--- src/rtl/mem_arbiter_pkg.sv ---
// mem_arbiter_pkg: shared types for the two-port memory arbiter
// Contents: state_t (IDLE, CPU_RD, EXT_RD) arbiter FSM states; req_t (REQ_CPU, REQ_EXT) requester identity.
package mem_arbiter_pkg;
    typedef enum logic [1:0] {IDLE, CPU_RD, EXT_RD} state_t;
    typedef enum logic {REQ_CPU, REQ_EXT} req_t;
endpackage

--- src/rtl/mem_arbiter_rr2.sv ---
// mem_arbiter_rr2: combinational two-way round-robin grant
// Ports: req[0]=cpu, req[1]=ext; last_winner = previous grantee; gnt = one-hot grant (or zero when idle).
module mem_arbiter_rr2
    import mem_arbiter_pkg::*;
(
    input  logic [1:0] req,
    input  req_t       last_winner,
    output logic [1:0] gnt
);
    always_comb gnt = &req ? (last_winner == REQ_EXT ? 2'b01 : 2'b10) : req;
endmodule

--- src/rtl/mem_arbiter.sv ---
// mem_arbiter: shares one registered-output single-port RAM between the CPU data port and an external requester
// Ports: clk/reset (async, active-high); cpu_* CPU port with cpu_stall; ext_* external port with ext_gnt;
//        ram_* RAM interface (q arrives one cycle after the address); stall_cnt contention counter.
// Build option: define MEM_ARBITER_STATS_EN to enable stall_cnt, otherwise it is tied to zero.
module mem_arbiter
    import mem_arbiter_pkg::*;
#(
    parameter int ADDR_W = 32,
    parameter int DATA_W = 32
) (
    input  logic              clk,
    input  logic              reset,
    input  logic              cpu_req,
    input  logic              cpu_we,
    input  logic [ADDR_W-1:0] cpu_addr,
    input  logic [DATA_W-1:0] cpu_wdata,
    output logic              cpu_stall,
    output logic [DATA_W-1:0] cpu_rdata,
    output logic              cpu_rvalid,
    input  logic              ext_req,
    input  logic              ext_we,
    input  logic [ADDR_W-1:0] ext_addr,
    input  logic [DATA_W-1:0] ext_wdata,
    output logic              ext_gnt,
    output logic [DATA_W-1:0] ext_rdata,
    output logic              ext_rvalid,
    output logic              ram_we,
    output logic [ADDR_W-1:0] ram_addr,
    output logic [DATA_W-1:0] ram_wdata,
    input  logic [DATA_W-1:0] ram_rdata,
    output logic [15:0]       stall_cnt
);
    state_t            state, state_nx;
    req_t              last_winner;
    logic [1:0]        rr_gnt, gnt;
    logic [DATA_W-1:0] cpu_rdata_q, ext_rdata_q;

    mem_arbiter_rr2 u_rr (.req({ext_req, cpu_req}), .last_winner(last_winner), .gnt(rr_gnt));

    always_comb begin
        gnt        = state == IDLE ? rr_gnt : 2'b00;
        ram_addr   = gnt[1] ? ext_addr : cpu_addr;
        ram_wdata  = gnt[1] ? ext_wdata : cpu_wdata;
        ram_we     = !reset && ((gnt[0] && cpu_we) || (gnt[1] && ext_we));
        ext_gnt    = gnt[1];
        cpu_stall  = cpu_req && !((gnt[0] && cpu_we) || state == CPU_RD);
        cpu_rvalid = state == CPU_RD;
        ext_rvalid = state == EXT_RD;
        // read data is passed straight through in the return cycle and held afterwards
        cpu_rdata  = cpu_rvalid ? ram_rdata : cpu_rdata_q;
        ext_rdata  = ext_rvalid ? ram_rdata : ext_rdata_q;
        state_nx   = gnt[0] && !cpu_we ? CPU_RD : gnt[1] && !ext_we ? EXT_RD : IDLE;
    end

    always_ff @(posedge clk or posedge reset) begin
        if (reset) begin
            state       <= IDLE;
            last_winner <= REQ_EXT;
            cpu_rdata_q <= '0;
            ext_rdata_q <= '0;
        end else begin
            state <= state_nx;
            if (|gnt) last_winner <= gnt[1] ? REQ_EXT : REQ_CPU;
            if (cpu_rvalid) cpu_rdata_q <= ram_rdata;
            if (ext_rvalid) ext_rdata_q <= ram_rdata;
        end
    end

`ifdef MEM_ARBITER_STATS_EN
    logic [15:0] cnt;
    always_ff @(posedge clk or posedge reset) begin
        if (reset) cnt <= '0;
        else if (cpu_req && gnt[1] && cnt != 16'hFFFF) cnt <= cnt + 16'd1;
    end
    assign stall_cnt = cnt;
`else
    assign stall_cnt = '0;
`endif
endmodule

--- config.mk ---
export PLATFORM = sky130hd
export DESIGN_NAME = mem_arbiter
export DESIGN_NICKNAME = d
export VERILOG_FILES = /design/src/rtl/mem_arbiter_pkg.sv /design/src/rtl/mem_arbiter_rr2.sv /design/src/rtl/mem_arbiter.sv
export SDC_FILE = /design/constraint.sdc
export NUM_CORES = 1
export LEC_CHECK = 0
export CAP_MARGIN = 20
export CORE_AREA = 2 2 121 123
export CTS_BUF_LIST = sky130_fd_sc_hd__clkbuf_4 sky130_fd_sc_hd__clkbuf_8
export CTS_CLUSTER_SIZE = 12
export DETAILED_ROUTE_END_ITERATION = 8
export DIE_AREA = 0 0 123 125
export PLACE_DENSITY_LB_ADDON = 0.08
export SETUP_SLACK_MARGIN = 0.15
export SLEW_MARGIN = 40
export SYNTH_ARGS = -nofsm -noshare
export SYNTH_HDL_FRONTEND = slang
export SYNTH_HIERARCHICAL = 1
export SYNTH_SLANG_ARGS = --single-unit
export TNS_END_PERCENT = 5
--- constraint.sdc ---
create_clock -name clk -period 2.6 [get_ports clk]
set_input_delay 0.39 -clock clk [delete_from_list [all_inputs] [get_ports clk]]
set_output_delay 0.39 -clock clk [all_outputs]
set_load 0.01 [all_outputs]
Word-level counts from Yosys, hierarchy flattened

Index checks and enable logic that the tools add are counted.

Eq/ne operators: 2
Mux-type cells: 10
Bitwise gates (word level): 0
Div/mod/pow operators: 0
Shift operators: 0
Magnitude comparators: 0
Add/sub/neg operators: 0
Reductions and logical operators: 15
$mul: 0

Operators by type and width:

| cell                                                            | number |
|---|---|
| 32-bit 2-to-1 mux                                               | 4 |
| 2-bit 2-to-1 mux                                                | 5 |
| 1-bit logical AND                                               | 6 |
| 1-bit zero test                                                 | 4 |
| 2-bit by 1-bit == test with 1-bit output, second input constant | 1 |
| 2-bit == test, second input constant                            | 1 |
| 2-bit zero test                                                 | 1 |
| 1-bit logical OR                                                | 2 |
| 2-bit AND reduction                                             | 1 |
| 2-bit OR reduction                                              | 1 |
| 1-bit 2-to-1 mux                                                | 1 |

Bits in read-only memories: 0
Register bits after elaboration: 67
Output and inout port bits: 149
Memories: 0
Input bits: 166
Memory bits (writable): 0
Word-level logic and storage cells: 31
Bits in latches: 0

Longest topological paths before layout

Gate-level depths: netlist of run 1.

Depth in word-level cells: 7
Gate-level depth with buffers: 5
Mapped depth without buffers: 4

Modules after synthesis

The synthesis of run 1 kept the hierarchy.

Modules (own cells, without submodules):

| module          | cells each | seq. area each (µm²) | times used | area an instance (µm²) |
|---|---|---|---|---|
| mem_arbiter     | 241        | 1677.9               | 1          | 3455.8 |
| mem_arbiter_rr2 | 3          | 0.0                  | 1          | 18.8 |

Worst setup path before layout of run 1

OpenSTA, ideal clock, no wires.

Kind: input-to-output
Start: input port ext_req
End: output port ram_wdata[24]
Buffers on the path: 2
Arrival time: 1.534 ns
Data required time: 2.210 ns
Stages: 5
Setup slack: 0.676 ns
Path through: a21boi_0 nor3b_2 buf_4 buf_6 mux2_1

Word-level cells in the longest chain between the ends: 4

Ends and longest elaborated chain:

| element             | line                  | RTL |
|---|---|---|
| start, declared     | mem_arbiter.sv:20     | `input logic ext_req,` |
| 2-bit AND reduction | mem_arbiter_rr2.sv:10 | `always_comb gnt = &req ? (last_winner == REQ_EXT ? 2'b01 : 2'b10) : req;` |
| 2-bit 2-to-1 mux *  | mem_arbiter_rr2.sv:10 |  |
| 2-bit 2-to-1 mux *  | mem_arbiter.sv:41     | `gnt = state == IDLE ? rr_gnt : 2'b00;` |
| named net ext_gnt   | mem_arbiter.sv:24     | `output logic ext_gnt,` |
| 32-bit 2-to-1 mux * | mem_arbiter.sv:43     | `ram_wdata = gnt[1] ? ext_wdata : cpu_wdata;` |
| end, declared       | mem_arbiter.sv:29     | `output logic [DATA_W-1:0] ram_wdata,` |

Mark *: on every way through the listed nets, which the timed path passes. The rest lies on a longest branch.

Worst setup path after layout of run 1

Start: register state[1]
End: output port ext_rdata[29]

Word-level cells in the longest chain between the ends: 2

Ends and longest elaborated chain:

| element                | line              | RTL |
|---|---|---|
| start, declared        | mem_arbiter.sv:33 | `state_t state, state_nx;` |
| start signal, assigned | mem_arbiter.sv:62 | `state <= state_nx;` |
| 2-bit == test          | mem_arbiter.sv:48 | `ext_rvalid = state == EXT_RD;` |
| 32-bit 2-to-1 mux      | n/a               |  |
| end, declared          | mem_arbiter.sv:25 | `output logic [DATA_W-1:0] ext_rdata,` |

No other way between the ends.

==> impl_metrics.json, run 1 <==
{
  "clock-sinks": 67,
  "maxSlewViolCount": 0,
  "maxCapViolations": 0,
  "synth_top_area_cell": "dfrtp_1",
  "ys_ff_latch": 67,
  "clk_path_buf_depth": 2,
  "setup_viol": 0,
  "crit_chain": "nor2b_4 > buf_12 > mux2_2 > clkdlybuf4s50_1",
  "hold_path_class": "in2async",
  "yosys_warnings": 6,
  "hold_viol": 0,
  "antenna_found_initial": 0,
  "synth_area_mm2": 0.00347,
  "clk-insertion-delay-late_ns": 0.34,
  "start_util": 0.245,
  "ios": 315,
  "fin_nets": 724,
  "drive_above_1_share": 0.339,
  "r2r_cells": 5,
  "syn_to_final_growth_pct": 95.0,
  "finalCriticalPeriod_ns": 2.45,
  "place_hpwl_mm": 10.5,
  "core_region_area_mm2": 0.0142,
  "worst_setup_path_start_kind": "register",
  "placed_area_mm2": 0.00665,
  "rows": 44,
  "ant_nets": 0,
  "reg2reg_from": "last_winner",
  "final_util": 0.477,
  "cts_buffers": 9,
  "drt_iter0_drc": 77,
  "crit_cells": 4,
  "place.detailed.instances": 721,
  "cp.required_ns": 2.21,
  "period_share": 0.943,
  "status": "finished, final reports clean",
  "critPathArrivalTime_ns": 2.06,
  "wl_per_cell_um": 17.5,
  "critPathSlowestCell": "clkdlybuf4s50_1",
  "totalPowerFinal_uw": 4710,
  "drc_errors": 0,
  "avgSynthCellArea_um2": 14.2,
  "path_max_fanout": 18,
  "instances_no_fill": 747,
  "grt_remaining_overflow": 0,
  "fmax_ghz": 0.408,
  "vias": 3141,
  "crit_type": "reg2out",
  "yosysSeqAreaShare": 0.483,
  "synth.distinct_cells": 21,
  "gp_congestion": 0.865,
  "vias_per_cell": 4.20,
  "cts-root-buf": "clkbuf_8",
  "synth_top_area_share": 0.475,
  "crit_buf_inv": 2,
  "cts_tree": "done",
  "r2r_slack_ns": 0.98,
  "grt_pass1_wl_mm": 19.3,
  "cts.htree.levels": 3,
  "synthTopCellsByArea": "dfrtp_1 (48%), mux2_2 (33%), mux2_1 (8.8%)",
  "die_w_um": 123,
  "dr.pass1.iters": 3,
  "slowest_delay_ns": 0.53,
  "grt_max_degree": 47,
  "io_buffers": 298,
  "cp_top_family": "buffers and inverters",
  "die_y_um": 125,
  "finish.instance_area_mm2": 0.00677,
  "crit_start": "state[1]",
  "antennaDiodeCount": 0,
  "rsz0062_at_grt": "yes",
  "powerDensity_mw_per_mm2": 696,
  "vdd_drop_max_v": 0.000226,
  "skew_ns": 0.00872,
  "drt_wl_total_mm": 13.1,
  "clk_pin_slew_ns": 0.07,
  "first_global_vias": 3379,
  "ctsHoldBuffers": 0,
  "end_kind": "output port",
  "leakagePower_uw": 0.00297,
  "syn_inst": 244,
  "grtUsageTotal": 0.167,
  "die-area_mm2": 0.0154
}
==> synth_stat cells, drive strengths merged <==
cell      n
a21boi    2
a21oi     1
dfstp     1
buf      31
nand2b    1
mux2    128
inv       3
nor3b     3
nor2b     2
o21a      1
or3b      1
conb      1
dfrtp    66
a21o      1
a22oi     1
nor4      1
==> per-stage QoR <==
step,TNS (ns),setup WS (ns),hold WS (ns)
after floorplan,0,0.528,0.453
after global placement,-19.16,-0.344,0.477
after detailed placement,-21.40,-0.379,0.482
after CTS,0,0.0547,0.423
after global routing,0,0.0429,0.450
final,0,0.148,0.431
==> power breakdown <==
| part | leakage, µW | switching (µW) | internal (µW) |
|---|---|---|---|
| clock network | 0.000100 | 394 | 455 |
| logic | 0.00208 | 991 | 1320 |
| registers | 0.000786 | 98.8 | 1460 |
| total | 0.00297 | 1480 | 3230 |
==> flip-flops by register name, summed over array words and instances (netlist names) <==
signal and cells:
cpu_rdata_q 32, ext_rdata_q 32, last_winner 1, state 2
==> cell usage in the layout (no fill, tap or decap), types with 2 or more instances in the layout <==
cell type,n
dfrtp_2,2
dfrtp_1,64
mux2_1,26
clkdlybuf4s15_2,2
dlygate4sd2_1,83
clkbuf_8,9
buf_16,2
clkbuf_2,2
buf_12,8
buf_4,7
conb_1,16
clkdlybuf4s15_1,7
inv_1,2
buf_6,4
buf_2,37
clkdlybuf4s50_1,166
mux2_2,101
clkinv_2,2
==> metal layers <==
layer,vias to the layer above,track usage,wire length (µm)
met5,-,0,0
met3,9,0.0657,1260
met2,160,0.308,7070
met1,1508,0.174,4600
li1,1464,-,-
met4,0,0.0421,129
==> worst paths after layout <==
kind	end
max in group asynchronous	cpu_rdata_q[22]
min in group clk	cpu_rdata_q[25]
worst max-delay path	ext_rdata[29]
worst max register to register	last_winner
worst min-delay path	state[0]
worst min register to register	cpu_rdata_q[25]
==> cells by family after synthesis <==
kind of cell	Yosys count	synth area share
AOI/OAI and AO/OA	6	0.0122
and+or+nand+nor	8	0.0191
muxes	128	0.415
buffers and inverters	34	0.0699
DFF	67	0.483
other	1	0.00108
==> area by class of cell <==
| type | instances | area [µm²] |
|---|---|---|
| fill | 1373 | 7430 |
| timing repair buffer | 319 | 3020 |
| sequential | 67 | 1680 |
| multi-input combinational | 158 | 1630 |
| tap | 184 | 230 |
| clock buffer | 10 | 131 |
| clock inverter | 6 | 65.1 |
| inverter | 3 | 11.3 |
==> what timing repair did <==
action,in CTS,in global routing
cloned,3,0
endpoints found under the hold margin,0,0
pin swaps,1,0
endpoints found under the setup margin,131,64
setup buffers,6,1
resized for setup,280,2
No activity file was read; power rests on OpenSTA's default activity.
==> run 2: changes to the inputs <==
Settings changed: CORE_AREA 2 2 121 123 to 3 3 122 124, DIE_AREA 0 0 123 125 to 0 0 125 127.
==> impl_metrics.json, run 2 (synthesized netlist as in run 1, its figures left out) <==
{
  "place.detailed.instances": 715,
  "place_hpwl_mm": 11.2,
  "critPathArrivalTime_ns": 2.09,
  "drive_above_1_share": 0.374,
  "io_buffers": 298,
  "fin_nets": 722,
  "vdd_drop_max_v": 0.000325,
  "grt_remaining_overflow": 0,
  "skew_ns": 0.0158,
  "worst_setup_path_start_kind": "register",
  "wl_per_cell_um": 18.9,
  "syn_to_final_growth_pct": 101,
  "reg2reg_from": "last_winner",
  "grt_pass1_wl_mm": 20.7,
  "cp_top_family": "buffers and inverters",
  "antennaDiodeCount": 0,
  "path_max_fanout": 7,
  "finalCriticalPeriod_ns": 2.48,
  "hold_viol": 0,
  "holdWs_ns": 0.478,
  "gp_congestion": 0.808,
  "vias": 3161,
  "cp.required_ns": 2.21,
  "crit_buf_inv": 3,
  "maxCapViolations": 0,
  "setup_ws_ns": 0.117,
  "cts.htree.levels": 3,
  "mostFrequentLayoutCells": "clkdlybuf4s50_1 (195), mux2_2 (99), dfrtp_1 (64)",
  "drc_errors": 0,
  "cp-endpoint": "ram_wdata[29]",
  "die_w_um": 125,
  "instances_no_fill": 741,
  "rows": 43,
  "die_y_um": 127,
  "final_util": 0.502,
  "clk_pin_slew_ns": 0.09,
  "clk-insertion-delay-late_ns": 0.35,
  "maxSlewViolCount": 0,
  "ios": 315,
  "status": "finished, final reports clean",
  "ant_nets": 0,
  "grt_max_degree": 68,
  "setup_viol": 0,
  "r2r_slack_ns": 0.98,
  "drt_iter0_drc": 84,
  "vias_per_cell": 4.27,
  "clock-sinks": 67,
  "period_share": 0.955,
  "crit_type": "reg2out",
  "grtUsageTotal": 0.170,
  "top_regs": "cpu_rdata_q (32), ext_rdata_q (32), state (2)",
  "cts-root-buf": "clkbuf_8",
  "critPathSlowestCell": "dfstp_2",
  "ctsHoldBuffers": 0,
  "rsz0062_at_grt": "yes",
  "finish.instance_area_mm2": 0.00697,
  "final_common_cell": "clkdlybuf4s50_1",
  "r2r_cells": 5,
  "leakagePower_uw": 0.00327,
  "cts_buffers": 9,
  "core_region_area_mm2": 0.0139,
  "dp_slack_ns": -0.418,
  "dr.pass1.iters": 4,
  "crit_start": "last_winner",
  "powerDensity_mw_per_mm2": 721,
  "reg2reg_to": "last_winner",
  "crit_chain": "a21boi_2 > nor3b_4 > buf_6 > buf_12 > mux2_1 > clkdlybuf4s15_2",
  "fmax_ghz": 0.403,
  "drt_wl_total_mm": 14.0,
  "clk_path_buf_depth": 2,
  "hold_path_class": "in2async",
  "cts_tree": "done",
  "die-area_mm2": 0.0159,
  "crit_cells": 6,
  "first_global_vias": 3543,
  "placed_area_mm2": 0.00663,
  "antenna_found_initial": 0,
  "slowest_delay_ns": 0.39,
  "end_kind": "output port",
  "start_util": 0.250
}
-- run 2: worst register-to-register path: stages, from the launching register on --
cell and delay, ns:
dfstp_2 0.57, inv_1 0.04, a21boi_1 0.18, buf_4 0.14, or3b_2 0.44, a21o_1 0.19
-- run 2: timing repair --
| action | CTS | global route |
|---|---|---|
| endpoints found under the setup margin | 130 | 130 |
| gates resized for setup | 119 | 151 |
| setup buffers | 5 | 2 |
| pin swaps | 1 | 0 |
| gates cloned | 3 | 0 |
-- run 2: worst min path at each step --
stage,start,end
3_5_place_dp,cpu_rdata_q[9],cpu_rdata_q[9]
3_3_place_gp,cpu_rdata_q[30],cpu_rdata_q[30]
6_report,reset,ext_rdata_q[8]
4_1_cts,reset,ext_rdata_q[9]
2_1_floorplan,ext_we,state[1]
5_1_grt,reset,ext_rdata_q[5]
-- run 2: cell type report --
| type | count | area [µm²] |
|---|---|---|
| inverters | 3 | 11.3 |
| clock inverters | 7 | 77.6 |
| repair buffers | 317 | 3180 |
| flip-flops and latches | 67 | 1680 |
| fillers | 1276 | 6910 |
| multi-input cells | 158 | 1670 |
| clock buffers | 9 | 124 |
| well taps | 180 | 225 |
-- run 2: routing by layer --
metal,GRT usage,vias to the layer above,routed length [µm]
met5,0,-,0
met4,0.0542,0,222
met3,0.0644,19,1310
met2,0.302,161,7410
met1,0.190,1516,5060
li1,-,1465,-
-- run 2: power by group --
group          internal, µW  leakage [µW]  total (µW)  switching, µW
Clock                   449     0.0000934         871            422
Combinational          1560       0.00239        2590           1020
Sequential             1460      0.000786        1560            107
Total                  3470       0.00327        5020           1550
-- run 2: stage by stage --
step | power, µW | setup TNS, ns
6_report | 5020 | 0
5_1_grt | 5340 | 0
4_1_cts | 5150 | 0
3_5_place_dp | 4240 | -22.55
3_3_place_gp | 4190 | -21.45
2_1_floorplan | 2680 | 0
==> run 3: changes to the inputs <==
Settings changed: CTS_BUF_LIST sky130_fd_sc_hd__clkbuf_4 sky130_fd_sc_hd__clkbuf_8 to sky130_fd_sc_hd__clkbuf_8.
==> results of run 3 <==
Final layout, timing and power as in run 2 (identical DEF).
==> variant 1: new RTL, settings of run 3 <==
Change the parameter `ADDR_W` from 32 to 40.
--- a/src/rtl/mem_arbiter.sv
+++ b/src/rtl/mem_arbiter.sv
@@ -7,3 +7,3 @@
 #(
-    parameter int ADDR_W = 32,
+    parameter int ADDR_W = 40,
     parameter int DATA_W = 32
Interface: changed (resized cpu_addr, ext_addr and ram_addr); port bits go from 315 to 339. The function was not compared with the original's and may differ.
==> variant 1 against run 3 <==
Total power decreased by 1.5%. Sequential cell count stayed put. Cell count rose by 6.1%. Critical path depth up 2. Clock power fell by 6.8%. Wire length up 14%. First-iteration DRC count increased by 7.1%. Worst setup slack improved by 0.00095 ns. Global-route usage is 2.3 points higher. Synthesized area grew 3.6%. Worst hold slack better by 0.0097 ns. Cell area grew 5.9%.
==> variant 1: results (changes against run 3) <==
[clock_network]
post-cts-setup-buffer-count=8  ; was 5
clkLatencyLatePin_ns=0.34
clkSlewWorstSetupHoldPaths_ns=0.07  ; was 0.09 ns
post_cts.resized_instances=385  ; was 119

[power_and_ir_drop]
ir_drop_mv=0.5485  ; was 0.3252 mV
internal_power_mw=3.385  ; was 3.470 mW
seq_power_share=0.315  ; was 0.311
leakage_nw=3.294  ; was 3.271 nW
combinationalPower_mw=2.58  ; was 2.59 mW

[synth]
yosys-top-cells-count=mux2_2, dfrtp_1, mux2_1  ; unchanged
synth_compound_gate_area_share=0.01181  ; was 0.01224
post_synth_num_cell_types=22  ; was 21
netlist_top_cells_area=dfrtp_1, mux2_2, mux2_1  ; unchanged
ys_seq_area_frac=0.4659  ; was 0.4829

[layout]
finalInstanceArea_um2=7378  ; was 6968 um2
drive_gt1_frac=0.3531  ; was 0.3743
final.fill_count=1282  ; was 1,276
final_nets=783  ; was 722

[global_routing]
gr-usage-met3=0.07651  ; was 0.06438
grt_pass1_wl_mm=23.45  ; was 20.71 mm
grt_max_degree=39  ; was 68
grt.met2_usage=0.3455  ; was 0.3018
use_met1=0.2186  ; was 0.1903
grtUsageTotal=0.1932  ; was 0.1704

[routing]
met2_wirelength_mm=8.165  ; was 7.409 mm
finalWirelength_mm=15.97  ; was 14.00 mm
detailroute.via_count=3432  ; was 3,161
wl_met3_mm=1.368  ; was 1.306 mm
1st_pass_router_iterations=3  ; was 4
drt-initial-drc-count=90  ; was 84
detail_route.wirelength.met1_mm=6.110  ; was 5.057 mm
vias_per_cell=4.366  ; was 4.266

[placement]
detailed_place.area_um2=7034  ; was 6629 um2
dpl_worst_slack_ns=-0.4476  ; was -0.4184 ns
placed_cells=752  ; was 715
buffer_ports.inserted=322  ; was 298
place.gp.congestion=0.9210  ; was 0.8079
detailedPlacementHpwl_mm=12.62  ; was 11.18 mm

[outcome]
status=complete, no violations  ; unchanged

[worst_setup_path]
path_max_fanout=5  ; was 7
reg2reg_setup_slack_ns=0.80  ; was 0.98 ns
timing.critical_path.slowest_cell_delay_ns=0.55  ; was 0.39 ns
cell_count_of_the_worst_reg_to_reg_path=7  ; was 5
worst_ep_arrival_time_ns=2.09  ; about the same

[min_path]
hold_class=register to register  ; was input port to asynchronous set/reset pin

[timing]
fin_hold_ws_ns=0.4874  ; was 0.4777 ns
post-route-min-period_ns=2.482  ; was 2.483 ns
clock_skews_ns=0.007477  ; was 0.01579 ns

==> variant 1: logic make-up (layout without fill, tap and decap cells) <==
logic type | after synthesis | in the layout
mux | 136 | 136
flops | 67 | 67
buf+inv | 35 | 373
simple gates | 8 | 8
compound gates | 6 | 6
other cells | 1 | 16
==> variant 1: worst max-delay path by stage <==
stage	start	to
after floorplan	reset	cpu_rdata_q[0]$_DFF_PP0_
after global placement	ext_req	ram_wdata[22]
after detailed placement	ext_req	ram_wdata[22]
after CTS	last_winner$_DFFE_PP1P_	ram_addr[29]
after global routing	last_winner$_DFFE_PP1P_	ram_wdata[16]
final	last_winner$_DFFE_PP1P_	ram_wdata[14]
==> variant 1: cell type report <==
type / instances / share of cell area
Multi-Input combinational cell: 166 / 0.2474
Clock buffer: 13 / 0.02425
Timing Repair Buffer: 354 / 0.4668
Tap cell: 180 / 0.03052
Sequential cell: 67 / 0.2277
Clock inverter: 3 / 0.001696
Inverter: 3 / 0.001526
==> variant 2: new RTL, flow settings as in run 3 <==
Made on the original files. Encoding of `state_t`: now one-hot (3 bits for 3 states).
--- a/src/rtl/mem_arbiter_pkg.sv
+++ b/src/rtl/mem_arbiter_pkg.sv
@@ -3,3 +3,3 @@
 package mem_arbiter_pkg;
-    typedef enum logic [1:0] {IDLE, CPU_RD, EXT_RD} state_t;
+    typedef enum logic [2:0] {IDLE = 3'b001, CPU_RD = 3'b010, EXT_RD = 3'b100} state_t;
     typedef enum logic {REQ_CPU, REQ_EXT} req_t;
Check against the original RTL: no difference found for any inputs over 10 cycles, from zero or initial values and one cycle with reset high; not proved beyond that.
==> variant 2 against run 3 <==
Wire length decreased by 2.5%. Worst setup slack improved by 0.0068 ns. Cell count increased by 1.2%. Total power increased by 8.1%. Worst hold slack improved by 0.0099 ns. Sequential power increased by 4%. Synthesized area increased by 6.6%. Die area unchanged. Sequential cell count increased by 1. Cell area increased by 3.0%. Critical path type unchanged. Largest cell class unchanged.
==> variant 2: results (changes against run 3) <==
[outcome]
status=complete, no violations  ; unchanged

[synth]
post_synth_num_cell_types=24  ; was 21
netlist_top_cells_area=dfrtp_1, mux2_2, mux2_4  ; was dfrtp_1, mux2_2, mux2_1
synthCells=245  ; was 244
synth_compound_gate_area_share=0.01284  ; was 0.01224
yosys-top-cells-count=mux2_2, dfrtp_1, mux2_4  ; was mux2_2, dfrtp_1, mux2_1
synthArstFlopShare=1.000  ; unchanged
synthMuxAreaShare=0.4196  ; was 0.4148
ys_seq_area_frac=0.4601  ; was 0.4829

[global_routing]
grtUsageTotal=0.1670  ; was 0.1704
use_met1=0.1757  ; was 0.1903
grt_pass1_wl_mm=20.60  ; was 20.71 mm
grt_max_degree=69  ; was 68
grt.met2_usage=0.3274  ; was 0.3018
gr-usage-met3=0.05142  ; was 0.06438

[power_and_ir_drop]
leakage_nw=3.334  ; was 3.271 nW
ir_drop_mv=0.2902  ; was 0.3252 mV

[layout]
drive_gt1_frac=0.4140  ; was 0.3743
antenna-diode-count=0  ; unchanged
biggestRegsByFlops=cpu_rdata_q (32), ext_rdata_q (32), state (3)  ; was cpu_rdata_q (32), ext_rdata_q (32), state (2)
fin_cells=750  ; was 741
final.fill_count=1245  ; was 1,276
final_nets=732  ; was 722

[clock_network]
clkSlewWorstSetupHoldPaths_ns=0.07  ; was 0.09 ns
clkLatencyLatePin_ns=0.33  ; was 0.35 ns
clock_tree.buffer_depth=2  ; unchanged

[min_path]
hold_class=register to register  ; was input port to asynchronous set/reset pin

[placement]
detailed_place.area_um2=6868  ; was 6629 um2
place.gp.congestion=0.8588  ; was 0.8079
dpl_worst_slack_ns=-0.3425  ; was -0.4184 ns
detailedPlacementHpwl_mm=10.86  ; was 11.18 mm
placed_cells=723  ; was 715

[routing]
finalWirelength_mm=13.64  ; was 14.00 mm
vias_per_cell=4.203  ; was 4.266
1st_pass_router_iterations=4  ; unchanged
drt-initial-drc-count=89  ; was 84

[timing]
clock_skews_ns=0.005472  ; was 0.01579 ns

[worst_setup_path]
critical_path.slowest_cell=dfrtp_1  ; was dfstp_2
path_max_fanout=6  ; was 7
timing.critical_path.slowest_cell_delay_ns=0.42  ; was 0.39 ns

==> variant 2: area by class of cell <==
class	count	area (um2)	area share
clock buffer	9	123.9	0.01727
clock inverter	6	66.31	0.009243
tap	180	225.2	0.03139
multi-input combinational	159	1841	0.2565
timing repair buffer	324	3194	0.4452
inverter	4	18.77	0.002616
sequential	68	1705	0.2377
==> variant 2: layer usage <==
metal / wire (um) / up-vias / part of all wire
li1: - / 1486 / -
met1: 4778 / 1507 / 0.35
met2: 7665 / 150 / 0.56
met3: 1083 / 9 / 0.079
met4: 116 / 0 / 0.0085
met5: 0 / - / 0
==> variant 2: power by group <==
part | switching [mW] | internal, mW
Combinational | 1.22 | 1.74
Clock | 0.400 | 0.437
Sequential | 0.113 | 1.52
==> variant 2: logic make-up (layout without fill, tap and decap cells) <==
group / Yosys count / in the layout
flops: 68 / 68
mux: 128 / 128
buf+inv: 33 / 343
compound gates: 6 / 6
other cells: 1 / 16
simple gates: 9 / 9
==> variant 2: worst paths after layout <==
check                                    startpoint                        end  slack [ns]  cells past startpoint
min reg2reg                cpu_rdata_q[6]$_DFF_PP0_   cpu_rdata_q[6]$_DFF_PP0_        0.49                      1
min                        cpu_rdata_q[6]$_DFF_PP0_   cpu_rdata_q[6]$_DFF_PP0_        0.49                      1
max reg2reg                      state[0]$_DFF_PP1_   ext_rdata_q[4]$_DFF_PP0_        1.08                      4
max in group asynchronous                     reset         state[1]$_DFF_PP0_        1.56                      3
min in group asynchronous                     reset  ext_rdata_q[26]$_DFF_PP0_        0.60                      3
max                              state[2]$_DFF_PP0_              ram_wdata[11]        0.12                      8
==> variant 2: what timing repair did <==
action,CTS,global route
cloned,3,0
pin swaps,3,0
setup buffers,8,1
setup endpoints to repair,131,41
resized for setup,382,1
